[src/rtl/m_stage_mem_unit.sv]
// M-stage data-memory port for the pipelined MIPS core: owns the M and W pipeline
// registers, forms byte-lane store traffic and aligns/extends load results.
module m_stage_mem_unit (
    input  logic        clk,
    input  logic        reset,
    input  logic        e_valid,
    input  logic [3:0]  e_mem_op,
    input  logic [31:0] e_addr,
    input  logic [31:0] e_rt_data,
    input  logic [31:0] e_pc,
    input  logic        stall,
    input  logic        flush,
    output logic [31:0] m_data_addr,
    output logic [31:0] m_data_wdata,
    output logic [3:0]  m_data_byteen,
    input  logic [31:0] m_data_rdata,
    output logic [31:0] m_inst_addr,
    output logic        m_adel,
    output logic        m_ades,
    output logic        w_load_valid,
    output logic [31:0] w_load_data,
    output logic [31:0] w_pc
);
    localparam logic [3:0] OP_NONE = 4'd0;
    localparam logic [3:0] OP_LW   = 4'd1;
    localparam logic [3:0] OP_LH   = 4'd2;
    localparam logic [3:0] OP_LHU  = 4'd3;
    localparam logic [3:0] OP_LB   = 4'd4;
    localparam logic [3:0] OP_LBU  = 4'd5;
    localparam logic [3:0] OP_SW   = 4'd6;
    localparam logic [3:0] OP_SH   = 4'd7;
    localparam logic [3:0] OP_SB   = 4'd8;

    logic        r_vld_p1;
    logic [3:0]  r_op_p1;
    logic [31:0] r_addr_p1;
    logic [31:0] r_rt_p1;
    logic [31:0] r_pc_p1;

    logic        r_vld_p2;
    logic [3:0]  r_op_p2;
    logic [1:0]  r_lane_p2;
    logic [31:0] r_rdata_p2;
    logic [31:0] r_pc_p2;

    logic        w_is_load;
    logic        w_is_store;
    logic        w_misaligned;
    logic [3:0]  w_byteen;
    logic [31:0] w_wdata;
    logic [15:0] w_half;
    logic [7:0]  w_byte;
    logic [31:0] w_load_word;

    function automatic logic [31:0] f_ext_half(input logic [15:0] half, input logic sgn);
        logic signed [15:0] s_half;
        s_half = signed'(half);
        return sgn ? 32'(s_half) : {16'd0, half};
    endfunction

    function automatic logic [31:0] f_ext_byte(input logic [7:0] b8, input logic sgn);
        logic signed [7:0] s_b8;
        s_b8 = signed'(b8);
        return sgn ? 32'(s_b8) : {24'd0, b8};
    endfunction

    // ---- E -> M stage boundary ----
    always_ff @(posedge clk or posedge reset) begin
        if (reset) begin
            r_vld_p1  <= 1'b0;
            r_op_p1   <= OP_NONE;
            r_addr_p1 <= '0;
            r_rt_p1   <= '0;
            r_pc_p1   <= '0;
        end else if (flush) begin
            r_vld_p1  <= 1'b0;
            r_op_p1   <= OP_NONE;
            r_addr_p1 <= '0;
            r_rt_p1   <= '0;
            r_pc_p1   <= '0;
        end else if (!stall) begin
            r_vld_p1  <= e_valid;
            r_op_p1   <= e_mem_op;
            r_addr_p1 <= e_addr;
            r_rt_p1   <= e_rt_data;
            r_pc_p1   <= e_pc;
        end
    end

    always_comb begin
        w_is_load    = 1'b0;
        w_is_store   = 1'b0;
        w_misaligned = 1'b0;
        w_byteen     = 4'b0000;
        w_wdata      = '0;
        case (r_op_p1)
            OP_LW: begin
                w_is_load    = 1'b1;
                w_misaligned = |r_addr_p1[1:0];
            end
            OP_LH, OP_LHU: begin
                w_is_load    = 1'b1;
                w_misaligned = r_addr_p1[0];
            end
            OP_LB, OP_LBU: w_is_load = 1'b1;
            OP_SW: begin
                w_is_store   = 1'b1;
                w_misaligned = |r_addr_p1[1:0];
                w_byteen     = 4'b1111;
                w_wdata      = r_rt_p1;
            end
            OP_SH: begin
                w_is_store   = 1'b1;
                w_misaligned = r_addr_p1[0];
                w_byteen     = r_addr_p1[1] ? 4'b1100 : 4'b0011;
                w_wdata      = {2{r_rt_p1[15:0]}};
            end
            OP_SB: begin
                w_is_store   = 1'b1;
                w_byteen     = 4'b0001 << r_addr_p1[1:0];
                w_wdata      = {4{r_rt_p1[7:0]}};
            end
            default: ;
        endcase
    end

    // A stalled store must not write until the cycle it actually leaves M.
    assign m_data_byteen = (r_vld_p1 && !w_misaligned && !stall) ? w_byteen : 4'b0000;
    assign m_data_wdata  = w_wdata;
    assign m_data_addr   = r_vld_p1 ? r_addr_p1 : '0;
    assign m_inst_addr   = r_vld_p1 ? r_pc_p1 : '0;
    assign m_adel        = r_vld_p1 & w_is_load & w_misaligned;
    assign m_ades        = r_vld_p1 & w_is_store & w_misaligned;

    // ---- M -> W stage boundary ----
    always_ff @(posedge clk or posedge reset) begin
        if (reset) begin
            r_vld_p2   <= 1'b0;
            r_op_p2    <= OP_NONE;
            r_lane_p2  <= 2'b00;
            r_rdata_p2 <= '0;
            r_pc_p2    <= '0;
        end else begin
            r_vld_p2   <= r_vld_p1 & w_is_load & ~w_misaligned & ~stall;
            r_op_p2    <= r_op_p1;
            r_lane_p2  <= r_addr_p1[1:0];
            r_rdata_p2 <= m_data_rdata;
            r_pc_p2    <= m_inst_addr;
        end
    end

    always_comb begin
        w_half      = r_lane_p2[1] ? r_rdata_p2[31:16] : r_rdata_p2[15:0];
        w_byte      = r_rdata_p2[8*r_lane_p2 +: 8];
        w_load_word = '0;
        if (r_vld_p2) begin
            case (r_op_p2)
                OP_LW:   w_load_word = r_rdata_p2;
                OP_LH:   w_load_word = f_ext_half(w_half, 1'b1);
                OP_LHU:  w_load_word = f_ext_half(w_half, 1'b0);
                OP_LB:   w_load_word = f_ext_byte(w_byte, 1'b1);
                OP_LBU:  w_load_word = f_ext_byte(w_byte, 1'b0);
                default: w_load_word = '0;
            endcase
        end
    end

    assign w_load_valid = r_vld_p2;
    assign w_load_data  = w_load_word;
    assign w_pc         = r_pc_p2;

endmodule
[config.mk]
export PLATFORM = sky130hd
export DESIGN_NAME = m_stage_mem_unit
export DESIGN_NICKNAME = d
export VERILOG_FILES = /design/src/rtl/m_stage_mem_unit.sv
export SDC_FILE = /design/constraint.sdc
export NUM_CORES = 1
export LEC_CHECK = 0
export BUFFER_PORTS_ARGS = -buffer_cell sky130_fd_sc_hd__buf_4
export CORE_MARGIN = 1
export CORE_UTILIZATION = 49
export DETAILED_ROUTE_END_ITERATION = 8
export HOLD_SLACK_MARGIN = 0.03
export PLACE_DENSITY = 0.89
export SLEW_MARGIN = 10
export SYNTH_ARGS = -nofsm -noshare
export SYNTH_HDL_FRONTEND = slang
export SYNTH_SLANG_ARGS = --single-unit
[constraint.sdc]
create_clock -name clk -period 7.25 [get_ports clk]
set_input_delay 1.45 -clock clk [delete_from_list [all_inputs] [get_ports clk]]
set_output_delay 1.45 -clock clk [all_outputs]
set_load 0.1 [all_outputs]
======== Word level (Yosys, flattened, before mapping) ========
Cells that the tools add are included.
word-level totals
  register bits ........................... 172
  input port bits ......................... 137
  output and inout port bits .............. 167
  logic and storage cells ................. 65
operators by class
  equal/unequal tests ..................... 14
  shift operators ......................... 2
  mux-type cells .......................... 22
  bitwise operators ....................... 8
  reductions and logical operators ........ 9
operator list
  kind                   count
  $mux W32               9
  $pmux W32 S5           1
  $pmux W32 S3           1
  $shiftx A32 B6 Y8      1
  $eq A4 B3 Y1 const B   6
  $eq A4 B2 Y1 const B   4
  $mux W16               1
  $mux W4                4
  $pmux W4 S3            1
  $eq A4 B1 Y1 const B   2
  $and A1 B1 Y1          6
  $reduce_or A3 Y1       2
  $reduce_or A5 Y1       1
  $eq A4 B4 Y1 const B   1
  $mux W1                4
  $reduce_or A2 Y1       2
  $shl A1 B2 Y4 const A  1
  $logic_and A1 B1 Y1    2
  $logic_not A1 Y1       2
  $ne A2 B1 Y1 const B   1
  $not A1 Y1             2
  $pmux W1 S2            1

======== Longest topological paths before layout ========
  depth after elaboration ................. 7
  depth in mapped cells ................... 6
  depth with buffers taken out ............ 4

======== Least setup slack after synthesis ========
OpenSTA, ideal clock, no wires.
  path kind ............................... input to output
  start point ............................. in stall
  end point ............................... out m_data_byteen[0]
  arrival time ............................ 5.139 ns
  data required time ...................... 5.800 ns
  slack ................................... 0.661 ns
  stages on the path ...................... 4
  path buffers ............................ 3
  cell sequence ........................... clkbuf_1 > buf_2 > buf_2 > nor4b_1
on the way
  word-level cells in the longest chain between the ends .. 3
ends and longest elaborated chain
  element              line  text
  start, declared      11    input logic stall,
  $logic_not A1 Y1     128   assign m_data_byteen = (r_vld_p1 && !w_misaligned && !stall) ? w_byteen : 4'b0000;
  $logic_and A1 B1 Y1  128
  $mux W4              128
  end, declared        15    output logic [3:0] m_data_byteen,
No other way between the ends.

======== Worst setup path after layout ========
  start point ............................. reg r_op_p1[0]
  end point ............................... out m_data_byteen[3]
on the way
  word-level cells in the longest chain between the ends .. 7
  elaborated cells on any way between the ends .. 14
  those cells by class .................... 6 x eq/ne; 3 x mux; 5 x reduce/logical
ends and longest elaborated chain
  element                                                                       line  text
  start, declared                                                               35    logic [3:0] r_op_p1;
  start signal, assigned                                                        83    r_op_p1 <= e_mem_op;
  $eq A4 B3 Y1, or another cell as far along                                    96    case (r_op_p1)
  $reduce_or A3 Y1 (no source line) / $reduce_or A2 Y1 (equally long branches)  n/a
  $pmux W1 S2                                                                   96
  $logic_not A1 Y1                                                              128
  $logic_and A1 B1 Y1 (2 in series)                                             128
  $mux W4 *                                                                     128
Mark *: on every way between the ends. The rest lies on a longest branch, timed or not.

==> flow_summary.yaml <==
critical_path:
  arrival_ns: 3.19
  crit_chain: "nor4b_2 > a21oi_1 > o22a_1 > nor4b_1 > buf_4"
  worstReg2RegStart: "r_op_p1[0]$_DFFE_PP0P_"
  startpoint_type: "flip-flop"
  r2r-end: "w_load_valid$_DFF_PP0_"
  slowest_delay_ns: 1.01
  required_ns: 5.80
  reg2regPathDepth: 4
  worst-path-buf-inv: 1
  ff2ff_setup_slack_ns: 5.24
  critPathCaptureType: "output pin"
  timing_worst_setup_path_type: "reg -> out"
  critical_path.max_fanout: 20
  cpMaxStageDelayCell: "nor4b_2"
  crit_family: "simple AND/OR/NAND/NOR gates"
sta:
  tns_ns: 0
  maxSlewViolCount: 0
  fin_hold_ws_ns: 0.493
  setup_viol: 0
  min_period_ns: 4.64
  rsz0062_at_grt: "false"
  slew_headroom_pct: 18.7
  hold_viol: 0
  finalClockSkew_ns: 0.00808
  timing.final.crit_share_pct: 64.0
  worst_pin_slew_ns: 1.22
  fmax_mhz: 216
synthesis:
  synth_nets: 816
  async_flop_share_pct: 100
  seq_area_frac_synth_pct: 57.0
  yosysTopAreaCellShare_pct: 57.0
  yosys-top-cells-area: "dfrtp_1 57%, mux2i_1 15%, nor2_1 5.7%, and2_1 5.4%, a21oi_1 2.1%"
  synth-seq-cells: 172
  ys.flop_type: "dfrtp_1"
  yosysMostFrequentCell: "dfrtp_1"
  yosys.area.top_type: "dfrtp_1"
  syn_area_um2: 7550
  synthTopCellsByCount: "172 x dfrtp_1, 114 x nor2_1, 111 x mux2i_1, 65 x and2_1, 42 x nand2_1"
  syn_inst: 679
  syn_avg_cell_area_um2: 11.1
  yosysWarnings: 0
  synth.distinct_cells: 43
  synth_edf_count: 0
placement:
  dp_hpwl_mm: 14.5
  place_area_um2: 9880
  routabilityCongestion: 0.880
  portBuffers: 303
route:
  num_vias: 6280
  first_iter_violations: 508
  drc_errors: 0
  drt_first_pass_iters: 5
  wl_met2_mm: 10.4
  dr_wl_met3_mm: 2.08
  wirelength_mm: 21.0
  ant_nets: 0
  highest_layer: "met4"
  vias_per_cell: 5.43
  drt-met1-wl_mm: 7.94
  wl_per_cell_um: 18.2
worst_hold_path:
  hold_end: "r_op_p2[3]$_DFF_PP0_"
  min_from: "r_op_p1[3]$_DFFE_PP0P_"
  holdPathStages: 0
  worstHoldPathType: "reg -> reg"
cts:
  htreeDepth: 4
  clock_path_buffers: 2
  cts-resized-gates: 0
  root_buffer: "clkbuf_16"
  cts.hold.buffers_added: 0
  cts_buffers: 17
  clk_pin_slew_ns: 0.07
  cts_setup_buffers: 0
  cts_tree: "done"
  insertion_delay_ns: 0.42
  cts_sinks: 172
finish:
  fin_area_um2: 10500
  nets: 1092
  antenna_cells: 0
  final_util_pct: 69.3
  area_growth_pct: 39.1
  drive_above_1_share_pct: 37.3
power:
  pwr-share-comb_pct: 14.4
  p_clk_share_pct: 40.6
  p_per_area_nw_per_um2: 222
  p_seq_share_pct: 45.0
  p_sw_share_pct: 28.9
  p_sw_w: 0.000673
  p_leak_nw: 5.48
  p_int_w: 0.00166
  vdd.ir_drop.worst_mv: 0.170
floorplanning:
  die_h_um: 126
  placeableCoreArea_um2: 15100
  start_util_pct: 49.8
  die_area_um2: 15900
  ioPinCount: 304
  rows: 45
  die_x_um: 126
grt:
  grt_max_degree: 102
  overflow: 0
  grt_pass1_vias: 6293
  antenna_found_initial: 0
  grt.total_usage_pct: 27.1
  grt_pass1_wl_mm: 33.2
run:
  max_cap_violations: 0
run_status:
  outcome: "finished, final reports clean"
[power by group through the flow]
stage	clock network, W	registers, W	logic, W
2_1_floorplan	0	0.00107	0.000216
3_5_place_dp	0	0.00107	0.000336
6_report	0.000945	0.00105	0.000335
5_1_grt	0.00100	0.00106	0.000358
4_1_cts	0.000963	0.00105	0.000337
3_3_place_gp	0	0.00106	0.000328
[area by class of cell]
| class | count | area (um2) |
|---|---|---|
| fillers | 1103 | 4640 |
| flip-flops and latches | 172 | 4310 |
| multi-input cells | 455 | 3020 |
| repair buffers | 306 | 2300 |
| clock buffers | 17 | 425 |
| well taps | 188 | 235 |
| clock inverters | 15 | 198 |
| inverters | 3 | 16.3 |
[placed cells by master (no fill, tap or decap), types with 2 or more instances in the layout]
cell        count
a21o_1          2
a21oi_1        32
a222oi_1        7
a22o_1          8
a22oi_1         8
and2_1         65
and3_1          2
buf_4         305
bufinv_16       2
clkbuf_16      17
clkinv_8        2
clkinvlp_4      3
dfrtp_1       171
inv_1           2
inv_6           4
inv_8           5
mux2_2         14
mux2i_1       111
nand2_1        42
nand2b_1        4
nand3b_1        3
nor2_1        114
nor2b_1         9
nor3_1          2
nor4b_1         4
o21ai_0         9
[metrics by stage]
stage | instances | worst slack [ns] | power [W]
after floorplan | 679 | 0.661 | 0.00128
after global placement | 1124 | 3.21 | 0.00139
after detailed placement | 1124 | 3.13 | 0.00140
after CTS | 1156 | 2.66 | 0.00235
after global routing | 1156 | 2.33 | 0.00242
final | 1156 | 2.61 | 0.00233
[worst reg2reg max path, delay by kind of cell (launching register included)]
kind	cells	cell delay [ns]
AOI/OAI and AO/OA	2	0.46
DFF	1	0.86
and+or+nand+nor	2	0.60
[layer usage]
layer	GRT usage (%)	up-vias
met5	0	-
met4	11.5	0
met3	9.60	51
met2	45.3	300
met1	31.5	3063
li1	-	2866
[how the worst max path moves through the flow]
stage	endpoint	startpoint	slack [ns]	cells after the start
after CTS	m_data_byteen[3]	r_op_p1[0]$_DFFE_PP0P_	2.66	5
final	m_data_byteen[3]	r_op_p1[0]$_DFFE_PP0P_	2.61	5
after detailed placement	m_data_byteen[3]	r_op_p1[0]$_DFFE_PP0P_	3.13	5
after global placement	m_data_byteen[3]	r_op_p1[0]$_DFFE_PP0P_	3.21	5
after floorplan	m_data_byteen[0]	stall	0.66	4
after global routing	m_data_byteen[3]	r_op_p1[0]$_DFFE_PP0P_	2.33	5
[registers in the layout (all words and copies together), names as in the netlist]
register	cells
r_addr_p1	32
r_lane_p2	2
r_op_p1	4
r_op_p2	4
r_pc_p1	32
r_rdata_p2	32
r_rt_p1	32
r_vld_p1	1
w_load_valid	1
w_pc	32
[cells by family after synthesis]
group | Yosys count | synth area share (%)
AO/OA/AOI/OAI | 76 | 6.63
flip-flops | 172 | 57.0
AND/OR/NAND/NOR | 253 | 16.3
buffers and inverters | 52 | 2.97
multiplexers | 126 | 17.1
Note: power is estimated with default switching activity, not from simulation.
